===== config.mk =====
export PLATFORM = sky130hd
export DESIGN_NAME = dmem_load_unit
export DESIGN_NICKNAME = d
export VERILOG_FILES = /design/src/rtl/dmem_load_unit.sv
export SDC_FILE = /design/constraint.sdc
export NUM_CORES = 1
export LEC_CHECK = 0
export CORE_MARGIN = 4
export CORE_UTILIZATION = 30
export DETAILED_ROUTE_END_ITERATION = 10
export PLACE_DENSITY = 0.53
export SETUP_SLACK_MARGIN = 0.4
export SLEW_MARGIN = 20
export SYNTH_ARGS = -nofsm -noshare
export SYNTH_HDL_FRONTEND = slang
export SYNTH_SLANG_ARGS = --single-unit

===== constraint.sdc =====
create_clock -name clk -period 10.8 [get_ports clk]
set_clock_uncertainty 0.2 [all_clocks]
set_input_delay 3.24 -clock clk [delete_from_list [all_inputs] [get_ports clk]]
set_output_delay 3.24 -clock clk [all_outputs]
set_load 0.005 [all_outputs]

===== src/rtl/dmem_load_unit.sv =====
// rtl/dmem_load_unit.sv - MEM-stage load unit: word-aligned reads, split merge, byte/half extraction.
module dmem_load_unit #(
  parameter int XLEN      = 32,
  parameter int ADDR_SIZE = 32
) (
  input  logic                 clk,
  input  logic                 reset,
  input  logic                 req_valid,
  input  logic [ADDR_SIZE-1:0] req_addr,
  input  logic [1:0]           req_lwhb,
  input  logic                 req_unsigned,
  output logic                 stall,
  output logic                 mem_rd_valid,
  output logic [ADDR_SIZE-1:0] mem_rd_addr,
  input  logic                 mem_rd_ready,
  input  logic                 mem_rsp_valid,
  input  logic [XLEN-1:0]      mem_rsp_data,
  output logic                 ld_valid,
  output logic [XLEN-1:0]      ld_data,
  output logic                 ld_split
);

  typedef enum logic [2:0] {IDLE, RD0, WT0, RD1, WT1, DONE} state_t;

  state_t               state;
  logic [ADDR_SIZE-1:0] addr_q;
  logic [1:0]           size_q;
  logic                 uns_q;
  logic                 split_q;
  logic [XLEN-1:0]      lo_q;
  logic [XLEN-1:0]      lo_w;
  logic [XLEN-1:0]      hi_w;
  logic [XLEN-1:0]      shifted;
  logic [XLEN-1:0]      ext;

  // A load crosses the word boundary when off + nbytes > 4.
  function automatic logic calc_split(input logic [1:0] size, input logic [1:0] off);
    case (size)
      2'b10:   return off == 2'd3;
      2'b11:   return 1'b0;
      default: return off != 2'd0;
    endcase
  endfunction

  // Result is built from the word arriving this cycle, so it can be registered on the DONE edge.
  always_comb begin
    lo_w    = (state == WT1) ? lo_q : mem_rsp_data;
    hi_w    = (state == WT1) ? mem_rsp_data : '0;
    shifted = XLEN'({hi_w, lo_w} >> {addr_q[1:0], 3'b000});
    case (size_q)
      2'b10:   ext = {{(XLEN-16){~uns_q & shifted[15]}}, shifted[15:0]};
      2'b11:   ext = {{(XLEN-8){~uns_q & shifted[7]}}, shifted[7:0]};
      default: ext = shifted;
    endcase
  end

  assign mem_rd_valid = (state == RD0) || (state == RD1);
  assign ld_valid     = (state == DONE);
  assign stall        = ~reset & (((state == IDLE) & req_valid) |
                                  (state == RD0) | (state == WT0) |
                                  (state == RD1) | (state == WT1));

  always_ff @(posedge clk or posedge reset) begin
    if (reset) begin
      state       <= IDLE;
      addr_q      <= '0;
      size_q      <= '0;
      uns_q       <= 1'b0;
      split_q     <= 1'b0;
      lo_q        <= '0;
      mem_rd_addr <= '0;
      ld_data     <= '0;
      ld_split    <= 1'b0;
    end else begin
      case (state)
        IDLE: if (req_valid) begin
          addr_q      <= req_addr;
          size_q      <= req_lwhb;
          uns_q       <= req_unsigned;
          split_q     <= calc_split(req_lwhb, req_addr[1:0]);
          mem_rd_addr <= {req_addr[ADDR_SIZE-1:2], 2'b00};
          state       <= RD0;
        end
        RD0: if (mem_rd_ready) state <= WT0;
        WT0: if (mem_rsp_valid) begin
          lo_q <= mem_rsp_data;
          if (split_q) begin
            // Natural wrap of the address register handles the top-of-memory case.
            mem_rd_addr <= mem_rd_addr + ADDR_SIZE'(4);
            state       <= RD1;
          end else begin
            ld_data  <= ext;
            ld_split <= 1'b0;
            state    <= DONE;
          end
        end
        RD1: if (mem_rd_ready) state <= WT1;
        WT1: if (mem_rsp_valid) begin
          ld_data  <= ext;
          ld_split <= 1'b1;
          state    <= DONE;
        end
        DONE:    state <= IDLE;
        default: state <= IDLE;
      endcase
    end
  end

endmodule

### Word level (Yosys, flattened, before mapping)

Cells that the tools add are included.

* bits of input ports: 72
* RAM bits: 0
* memories: 0
* output and inout bits: 68
* word-level logic and storage cells: 71
* flip-flop bits (word level): 106
* memory bits (read-only): 0
* latch bits: 0

* add/sub/neg operators: 1
* divide/modulo/power cells: 0
* magnitude comparators: 0
* bitwise operators: 10
* shift operators: 1
* equality and inequality tests: 17
* multiplexer cells: 23
* multiply operators: 0
* reduce and logical (&&, ||, !) cells: 10

Operators by type and width (count)
* 32-bit 2-to-1 mux: 8
* 32-bit one-hot mux with 2 select lines: 3
* 64-bit by 5-bit right shift with 32-bit output: 1
* 32-bit by 3-bit adder with 32-bit output (second input constant): 1
* 3-bit 2-to-1 mux: 6
* 3-bit one-hot mux with 5 select lines: 1
* 2-bit != test (second input constant): 7
* 2-bit == test (second input constant): 5
* 4-bit AND reduction: 2
* 3-bit by 2-bit == test with 1-bit output (second input constant): 2
* 3-bit == test (second input constant): 2
* 2-bit nonzero test: 3
* 5-bit AND reduction: 1
* 1-bit AND: 4
* 1-bit OR: 4
* 1-bit one-hot mux with 2 select lines: 2
* 2-bit AND reduction: 2
* 3-bit by 1-bit == test with 1-bit output (second input constant): 1
* 3-bit logical NOT: 1
* 1-bit 2-to-1 mux: 3
* 1-bit NOT: 2
* 1-bit logical OR: 1

### Logic depth before layout (Yosys ltp)

Gate-level depths: netlist of run 1.

* depth after elaboration: 8
* mapped depth: 8
* mapped depth without buffers: 6

### Worst setup path after synthesis of run 1

Ideal clock, no wire load.

* path kind: input to output
* from: in reset
* to: out stall
* cell stages on the path: 2
* setup slack: 1567 ps
* required time: 7360 ps
* arrival time: 5793 ps
* cells stage by stage: inv_1 -> o211a_1

* cells in the longest elaborated chain, start to end: 2

Ends and longest elaborated chain
* from (decl): RTL line 7 `input logic reset,`
* 1-bit NOT: RTL line 59 `assign stall = ~reset & (((state == IDLE) & req_valid) |`
* 1-bit AND: RTL line 59
* to (decl): RTL line 12 `output logic stall,`

No other way between the ends.

### Worst setup path in the final report of run 1

Same ends and word-level chain as after synthesis.

==> reports/qor.yml, run 1 <==
outcome: "complete, no violations"
hold_path_startpoint: "ld_data[9]"
hold_buffers: 0
drt-total-wl_um: 19300
synth_ff_type: "dfrtp_1"
end_kind: "output port"
grt_antenna_before_repair: 1
route.met3.wl_um: 1360
area_growth_pct: 29.1
hold_depth: 2
grt_max_degree: 75
fill_cells: 2017
wl_met1_um: 8370
die-area_sq_mm: 0.0235
fmax_mhz: 122
synth_commonest_cells: "dfrtp_1, o21ai_0, mux2i_1, nand2_1, mux2_2"
tns_ps: 0
met2_length_um: 9220
clk_pin_slew_ps: 70
whs_endpoint: "ld_data[9]"
timing.rr.end: "ld_data[21]"
setup_ws_ps: 2600
core_sq_mm: 0.0205
yosysSeqAreaShare: 0.412
postRouteAntennaNets: 0
synth_area_leader_cell: "dfrtp_1"
syn_inst: 628
gp_congestion: 0.804
insertion_delay_ps: 350
start_util: 0.308
final-hold-violation-count: 0
routed.top_layer: "met5"
io_buffers: 137
synthMostInstantiatedCell: "dfrtp_1"
min_period_over_period: 0.759
maxCapViolations: 0
grt_pass1_wl_um: 31100
hold-worst-slack_ps: 285
setup_violations: 0
cp.arrival_ps: 4760
nNetsFinal: 806
reg2reg_from: "state[2]"
fin_crit_ps: 8200
routedWlPerCell_um: 19.2
fp.dieW_um: 153
post-route-drc-count: 0
ff2ff_path_depth: 6
io_pins: 140
slew_viol_final: 0
internal_power_uw: 1360
dp_slack_ps: 2560
grt_usage: 0.162
synth_area_leaders: "dfrtp_1, mux2i_1, mux2_2"
peakVddDrop_uv: 121
place_hpwl_um: 13600
htreeDepth: 3
synth.avg_cell_area_sq_um: 10.1
cts_root_buf: "clkbuf_16"
rows: 52
async_reset_ff_frac: 1.00
cts_tree: "built"
routed_via_density: 5.57
cts_made_buffers: 9
drive_above_1_share: 0.122
ys_warn_count: 0
start_kind: "input port"
syn-cell-area_sq_mm: 0.00632
antenna_cells: 0
critPathKind: "input port to output port"
p_comb_frac: 0.486
ctsResizeCount: 0
power.switching_uw: 880
swShare: 0.394
worstMarginPinSlew_ps: 1030
synth_edf_count: 0
crit_fanout: 32
hp-class: "register to register"
seqPwrFrac: 0.352
required_ps: 7360
drtIter0Drc: 355
synth_cell_types: 64
grt_pass1_vias: 5573
slew_headroom: 0.314
p_per_area_mw_per_mm2: 274
p_leak_uw: 0.00313
vias: 5610
grt_overflow: 0
clockBufferDepth: 2
ys_seq_elements: 104
r2r_setup_slack_ps: 6810
rsz0062_at_grt: "no"
drt_first_pass_iters: 5
power.clock.fraction: 0.163
dieHeight_um: 153
post_cts.repair.setup_buffers: 0
netlist.area_leader.share: 0.412
clock-sinks: 104
[state kept, by name (all words and copies together), names as in the netlist]
signal       count
addr_q           2
ld_data         32
ld_split         1
lo_q            32
mem_rd_addr     30
size_q           2
split_q          1
state            3
uns_q            1
[layout by cell type, fill, tap and decap left out, types with 6 or more instances in the layout]
master / Yosys / layout
nor2b_1: 6 / 6
dfrtp_1: 104 / 103
clkdlybuf4s50_1: 0 / 137
o22ai_1: 11 / 11
a21oi_1: 34 / 34
nor3_1: 12 / 12
nand4_1: 17 / 17
mux4_2: 14 / 14
inv_1: 10 / 9
o211ai_1: 11 / 11
and3_1: 9 / 9
buf_4: 9 / 9
clkbuf_16: 0 / 9
a32oi_1: 8 / 8
nor2_1: 22 / 22
nand3_1: 24 / 24
mux2_2: 35 / 35
nand2_1: 45 / 45
a2bb2oi_1: 12 / 12
o21ai_0: 66 / 66
a211oi_1: 6 / 6
mux2i_1: 51 / 51
and2_1: 9 / 9
a221oi_1: 9 / 9
[routing by layer]
layer | vias to the layer above | track usage
met4 | 2 | 0.0450
met3 | 24 | 0.0356
li1 | 2599 | -
met2 | 214 | 0.265
met5 | - | 0
met1 | 2771 | 0.217
[cells by family after synthesis]
logic type | share of synthesized area
AO/OA/AOI/OAI | 0.194
adder cells (fa/ha/maj) | 0.00198
buffers and inverters | 0.0523
flip-flops | 0.412
multiplexers | 0.200
other | 0.000593
AND/OR/NAND/NOR | 0.140
[how the worst max path moves through the flow]
stage | startpoint | endpoint | slack (ps) | cells past startpoint
after floorplan | reset | stall | 1570 | 2
after global placement | reset | stall | 2560 | 4
after detailed placement | reset | stall | 2560 | 4
after CTS | reset | stall | 2550 | 4
after global routing | reset | stall | 2500 | 4
final | reset | stall | 2600 | 4
[worst max-delay path, stage by stage]
cell and delay [ps]:
clkdlybuf4s50_1 440, inv_4 330, o211a_1 220, clkdlybuf4s50_1 500
[area by class of cell]
class / count / area (sq um) / share of cell area
inverters: 11 / 43.8 / 0.00537
multi-input cells: 461 / 3410 / 0.418
clock inverters: 7 / 101 / 0.0124
flip-flops and latches: 104 / 2600 / 0.319
well taps: 270 / 338 / 0.0414
repair buffers: 146 / 1440 / 0.176
clock buffers: 9 / 225 / 0.0276
[power by group through the flow]
stage / registers [uW] / clock network, uW / logic (uW)
after floorplan: 714 / 0 / 724
final: 786 / 364 / 1090
after global placement: 781 / 0 / 1080
after detailed placement: 791 / 0 / 1100
after global routing: 821 / 390 / 1200
after CTS: 786 / 375 / 1100
[metrics by stage]
| step | util | cells | cell area, sq um | total power (uW) |
|---|---|---|---|---|
| after global placement | 0.382 | 992 | 7830 | 1860 |
| final | 0.398 | 1008 | 8160 | 2240 |
| after global routing | 0.398 | 1008 | 8160 | 2410 |
| after detailed placement | 0.382 | 992 | 7830 | 1890 |
| after CTS | 0.398 | 1008 | 8160 | 2260 |
| after floorplan | - | 629 | 6320 | 1440 |
Power figures use the tool's default switching activity.
==> inputs of run 2 (changes only) <==
--- a/config.mk
+++ b/config.mk
@@ -8,7 +8,7 @@
 export CORE_MARGIN = 4
 export CORE_UTILIZATION = 30
 export DETAILED_ROUTE_END_ITERATION = 10
-export PLACE_DENSITY = 0.53
+export PLACE_DENSITY = 0.55
 export SETUP_SLACK_MARGIN = 0.4
 export SLEW_MARGIN = 20
 export SYNTH_ARGS = -nofsm -noshare
==> constraint.sdc (replaced) <==
create_clock -name clk -period 7.5 [get_ports clk]
set_clock_uncertainty 0.2 [all_clocks]
set_input_delay 2.25 -clock clk [delete_from_list [all_inputs] [get_ports clk]]
set_output_delay 2.25 -clock clk [all_outputs]
set_load 0.005 [all_outputs]
==> reports/qor.yml, run 2 (synthesis results as in run 1) <==
grt_max_degree: 62
grt_usage: 0.165
hold-worst-slack_ps: 282
gp_congestion: 0.800
p_comb_frac: 0.495
swShare: 0.403
crit_fanout: 2
outcome: "complete, no violations"
p_per_area_mw_per_mm2: 390
insertion_delay_ps: 360
cp_common_cell: "clkdlybuf4s50_1"
largestRegisters: "ld_data x32, lo_q x32, mem_rd_addr x30"
dieHeight_um: 153
slew_headroom: 0.402
clk_pin_slew_ps: 80
path_buf_inv: 2
ctsResizeCount: 0
grt_antenna_before_repair: 2
cts_tree: "built"
crit_chain: "clkdlybuf4s50_1, nor2_1, nand2_1, o211a_1, clkdlybuf4s50_1"
nNetsFinal: 807
required_ps: 5050
htreeDepth: 3
p_leak_uw: 0.00311
end_kind: "output port"
vias: 5579
clockBufferDepth: 2
die-area_sq_mm: 0.0235
place_hpwl_um: 13600
drt-total-wl_um: 19500
dp_slack_ps: 1530
cp.arrival_ps: 3510
drtIter0Drc: 279
seqPwrFrac: 0.357
path_delay_family: "buffers and inverters"
internal_power_uw: 1890
slowest_delay_ps: 500
post-route-drc-count: 0
fmax_mhz: 168
start_util: 0.308
io_buffers: 137
routedWlPerCell_um: 19.4
rows: 52
area_growth_pct: 28.6
power.clock.fraction: 0.148
setup_violations: 0
final_common_cell: "clkdlybuf4s50_1"
hp-class: "register to register"
worstMarginPinSlew_ps: 897
power.switching_uw: 1280
critPathKind: "input port to output port"
core_sq_mm: 0.0205
cts_made_buffers: 9
min_period_over_period: 0.794
maxCapViolations: 0
fp.dieW_um: 153
postRouteAntennaNets: 0
antenna_cells: 0
rsz0062_at_grt: "no"
start_kind: "input port"
setup_ws_ps: 1540
slew_viol_final: 0
cts_root_buf: "clkbuf_16"
grt_pass1_vias: 5648
io_pins: 140
post_cts.repair.setup_buffers: 0
final_util: 0.397
grt_overflow: 0
cpMaxStageDelayCell: "clkdlybuf4s50_1"
final-hold-violation-count: 0
mostFrequentLayoutCells: "clkdlybuf4s50_1, dfrtp_1, o21ai_0"
drive_above_1_share: 0.122
peakVddDrop_uv: 158
routed_via_density: 5.53
drt_first_pass_iters: 5
clock-sinks: 104
hold_buffers: 0
tns_ps: 0
fin_crit_ps: 5960
grt_pass1_wl_um: 31300
## run 2: cell count changes in the layout (fill, tap and decap cells not counted), sizes merged
cell / change
clkinv: +1
clkbuf: +1
bufinv: -2
buf: +1
## run 2: per-layer routing
metal / global-route usage / wire length, um / up-vias
li1: - / - / 2600
met1: 0.217 / 8620 / 2734
met2: 0.270 / 9110 / 221
met3: 0.0495 / 1560 / 20
met4: 0.0335 / 207 / 4
met5: 0 / 26 / -
## run 2: final timing paths
kind	start	end	slack [ps]	depth (start not counted)
worst max-delay path	req_valid	stall	1540	5
worst min-delay path	ld_data[10]	ld_data[10]	280	2
worst max register to register	state[2]	ld_data[24]	4290	6
worst min register to register	ld_data[10]	ld_data[10]	280	2
max in group asynchronous	reset	mem_rd_addr[30]	3560	4
min in group asynchronous	reset	ld_data[8]	2280	3
## run 2: through the flow
| stage | cell area [sq um] | total power [uW] | cells |
|---|---|---|---|
| 2_1_floorplan | 6330 | 2070 | 629 |
| 3_3_place_gp | 7840 | 2670 | 993 |
| 3_5_place_dp | 7840 | 2710 | 993 |
| 4_1_cts | 8120 | 3190 | 1009 |
| 5_1_grt | 8130 | 3410 | 1009 |
| 6_report | 8130 | 3170 | 1009 |
## run 2: cell type report
type | instances | area (sq um)
fill | 2045 | 12400
multi-input combinational | 461 | 3410
clock buffer | 10 | 229
timing repair buffer | 147 | 1450
tap | 270 | 338
clock inverter | 6 | 51.3
sequential | 104 | 2600
inverter | 11 | 45.0
## run 2: worst register-to-register path: stages (launching register included)
cell and delay (ps):
dfrtp_1 630, nor3b_4 320, buf_4 580, mux4_2 440, mux2_4 310, o21ai_4 420
o21ai_0 160
## run 2: power groups by stage
stage	combinational, uW	clock (uW)	sequential, uW
6_report	1570	469	1130
4_1_cts	1580	486	1130
3_3_place_gp	1550	0	1120
3_5_place_dp	1570	0	1130
2_1_floorplan	1040	0	1030
5_1_grt	1730	506	1180
==> inputs of run 3 (changes only) <==
--- a/config.mk
+++ b/config.mk
@@ -8,7 +8,7 @@
 export CORE_MARGIN = 4
 export CORE_UTILIZATION = 30
 export DETAILED_ROUTE_END_ITERATION = 10
-export PLACE_DENSITY = 0.55
+export PLACE_DENSITY = 0.53
 export SETUP_SLACK_MARGIN = 0.4
 export SLEW_MARGIN = 20
 export SYNTH_ARGS = -nofsm -noshare
==> constraint.sdc (replaced) <==
create_clock -name clk -period 6.1 [get_ports clk]
set_clock_uncertainty 0.2 [all_clocks]
set_input_delay 1.83 -clock clk [delete_from_list [all_inputs] [get_ports clk]]
set_output_delay 1.83 -clock clk [all_outputs]
set_load 0.005 [all_outputs]
==> reports/qor.yml, run 3 (synthesis results as in run 1) <==
fmax_mhz: 193
start_util: 0.308
antenna_cells: 0
htreeDepth: 3
nNetsFinal: 806
die-area_sq_mm: 0.0235
ctsResizeCount: 0
cts_made_buffers: 9
hold_buffers: 0
clock-sinks: 104
grt_overflow: 0
grt_antenna_before_repair: 0
postRouteAntennaNets: 0
post_cts.repair.setup_buffers: 0
slowest_delay_ps: 510
vias: 5634
mostFrequentLayoutCells: "clkdlybuf4s50_1, dfrtp_1, o21ai_0"
drtIter0Drc: 338
end_kind: "output port"
slew_headroom: 0.369
io_buffers: 137
rows: 52
peakVddDrop_uv: 194
final_common_cell: "clkdlybuf4s50_1"
path_delay_family: "buffers and inverters"
post-route-drc-count: 0
fp.dieW_um: 153
clk_pin_slew_ps: 70
gp_congestion: 0.826
setup_violations: 0
grt_pass1_wl_um: 31200
largestRegisters: "ld_data x32, lo_q x32, mem_rd_addr x30"
drt-total-wl_um: 19600
critPathKind: "input port to output port"
cpMaxStageDelayCell: "clkdlybuf4s50_1"
path_depth: 5
io_pins: 140
required_ps: 4070
hold_depth: 2
outcome: "complete, no violations"
crit_fanout: 2
fill_cells: 2027
worstMarginPinSlew_ps: 946
multi_input_area_sq_mm: 0.00342
fin_crit_ps: 5170
routed_via_density: 5.59
tns_ps: 0
r2r_setup_slack_ps: 2680
start_kind: "input port"
ff2ff_path_depth: 6
hold_path_startpoint: "ld_data[0]"
cp.arrival_ps: 3140
rsz0062_at_grt: "no"
reg2reg_from: "state[2]"
core_sq_mm: 0.0205
slew_viol_final: 0
timing.rr.end: "ld_data[17]"
area_growth_pct: 29.1
grt_usage: 0.164
drive_above_1_share: 0.123
hp-class: "register to register"
cts_root_buf: "clkbuf_16"
insertion_delay_ps: 350
dieHeight_um: 153
grt_pass1_vias: 5652
cts_tree: "built"
grt_max_degree: 65
cp_common_cell: "clkdlybuf4s50_1"
crit_chain: "clkdlybuf4s50_1, nor2_1, nand2_1, o211a_1, clkdlybuf4s50_1"
path_buf_inv: 2
drt_first_pass_iters: 5
final_util: 0.398
p_leak_uw: 0.00312
regArea_sq_mm: 0.00260
routedWlPerCell_um: 19.4
p_per_area_mw_per_mm2: 484
place_hpwl_um: 13700
clockBufferDepth: 2
maxCapViolations: 0
whs_endpoint: "ld_data[0]"
final-hold-violation-count: 0
min_period_over_period: 0.848
run 3: changes by cell type in the layout (fill, tap and decap cells not counted):
cell	previous run	this run
clkinv_4	2	0
buf_4	10	9
bufinv_16	0	1
clkbuf_1	1	0
clkinv_2	1	0
clkinv_8	0	1
clkinvlp_4	1	2
inv_8	1	2
o21a_1	3	2
o21a_2	0	1
run 3: final cells by class:
cell class	count	share of cell area
Inverter	11	0.00552
Sequential cell	104	0.319
Multi-Input combinational cell	461	0.419
Tap cell	270	0.0414
Clock buffer	9	0.0276
Clock inverter	7	0.0115
Timing Repair Buffer	146	0.176
run 3: report_power, final:
group | switching, uW | total (uW) | internal [uW]
clock network | 298 | 629 | 331
logic | 940 | 1960 | 1020
registers | 343 | 1360 | 1020
run 3: how the worst max path moves through the flow:
stage / start / slack [ps] / end
global route: req_valid / 830 / stall
global placement: req_valid / 920 / stall
detailed placement: req_valid / 910 / stall
floorplan: reset / 450 / stall
CTS: req_valid / 900 / stall
finish: req_valid / 930 / stall
run 3: metrics by stage:
stage | instance area, sq um | hold WS (ps) | std cells | setup slack [ps] | total power [uW]
6_report | 8160 | 281 | 1008 | 927 | 3950
5_1_grt | 8160 | 316 | 1008 | 834 | 4250
4_1_cts | 8150 | 293 | 1008 | 904 | 3990
3_5_place_dp | 7830 | 273 | 992 | 912 | 3330
3_3_place_gp | 7830 | 264 | 992 | 924 | 3280
2_1_floorplan | 6330 | 273 | 629 | 453 | 2550
run 3: worst min-delay path, stage by stage (launching register included):
cell and delay, ps:
dfrtp_1 350, nand2_1 40, o21ai_0 60
run 3: layer usage:
layer	vias up	part of all wire	GRT usage
li1	2590	-	-
met1	2810	0.44	0.215
met2	221	0.48	0.273
met3	13	0.078	0.0447
met4	0	0.0081	0.0318
met5	-	0	0
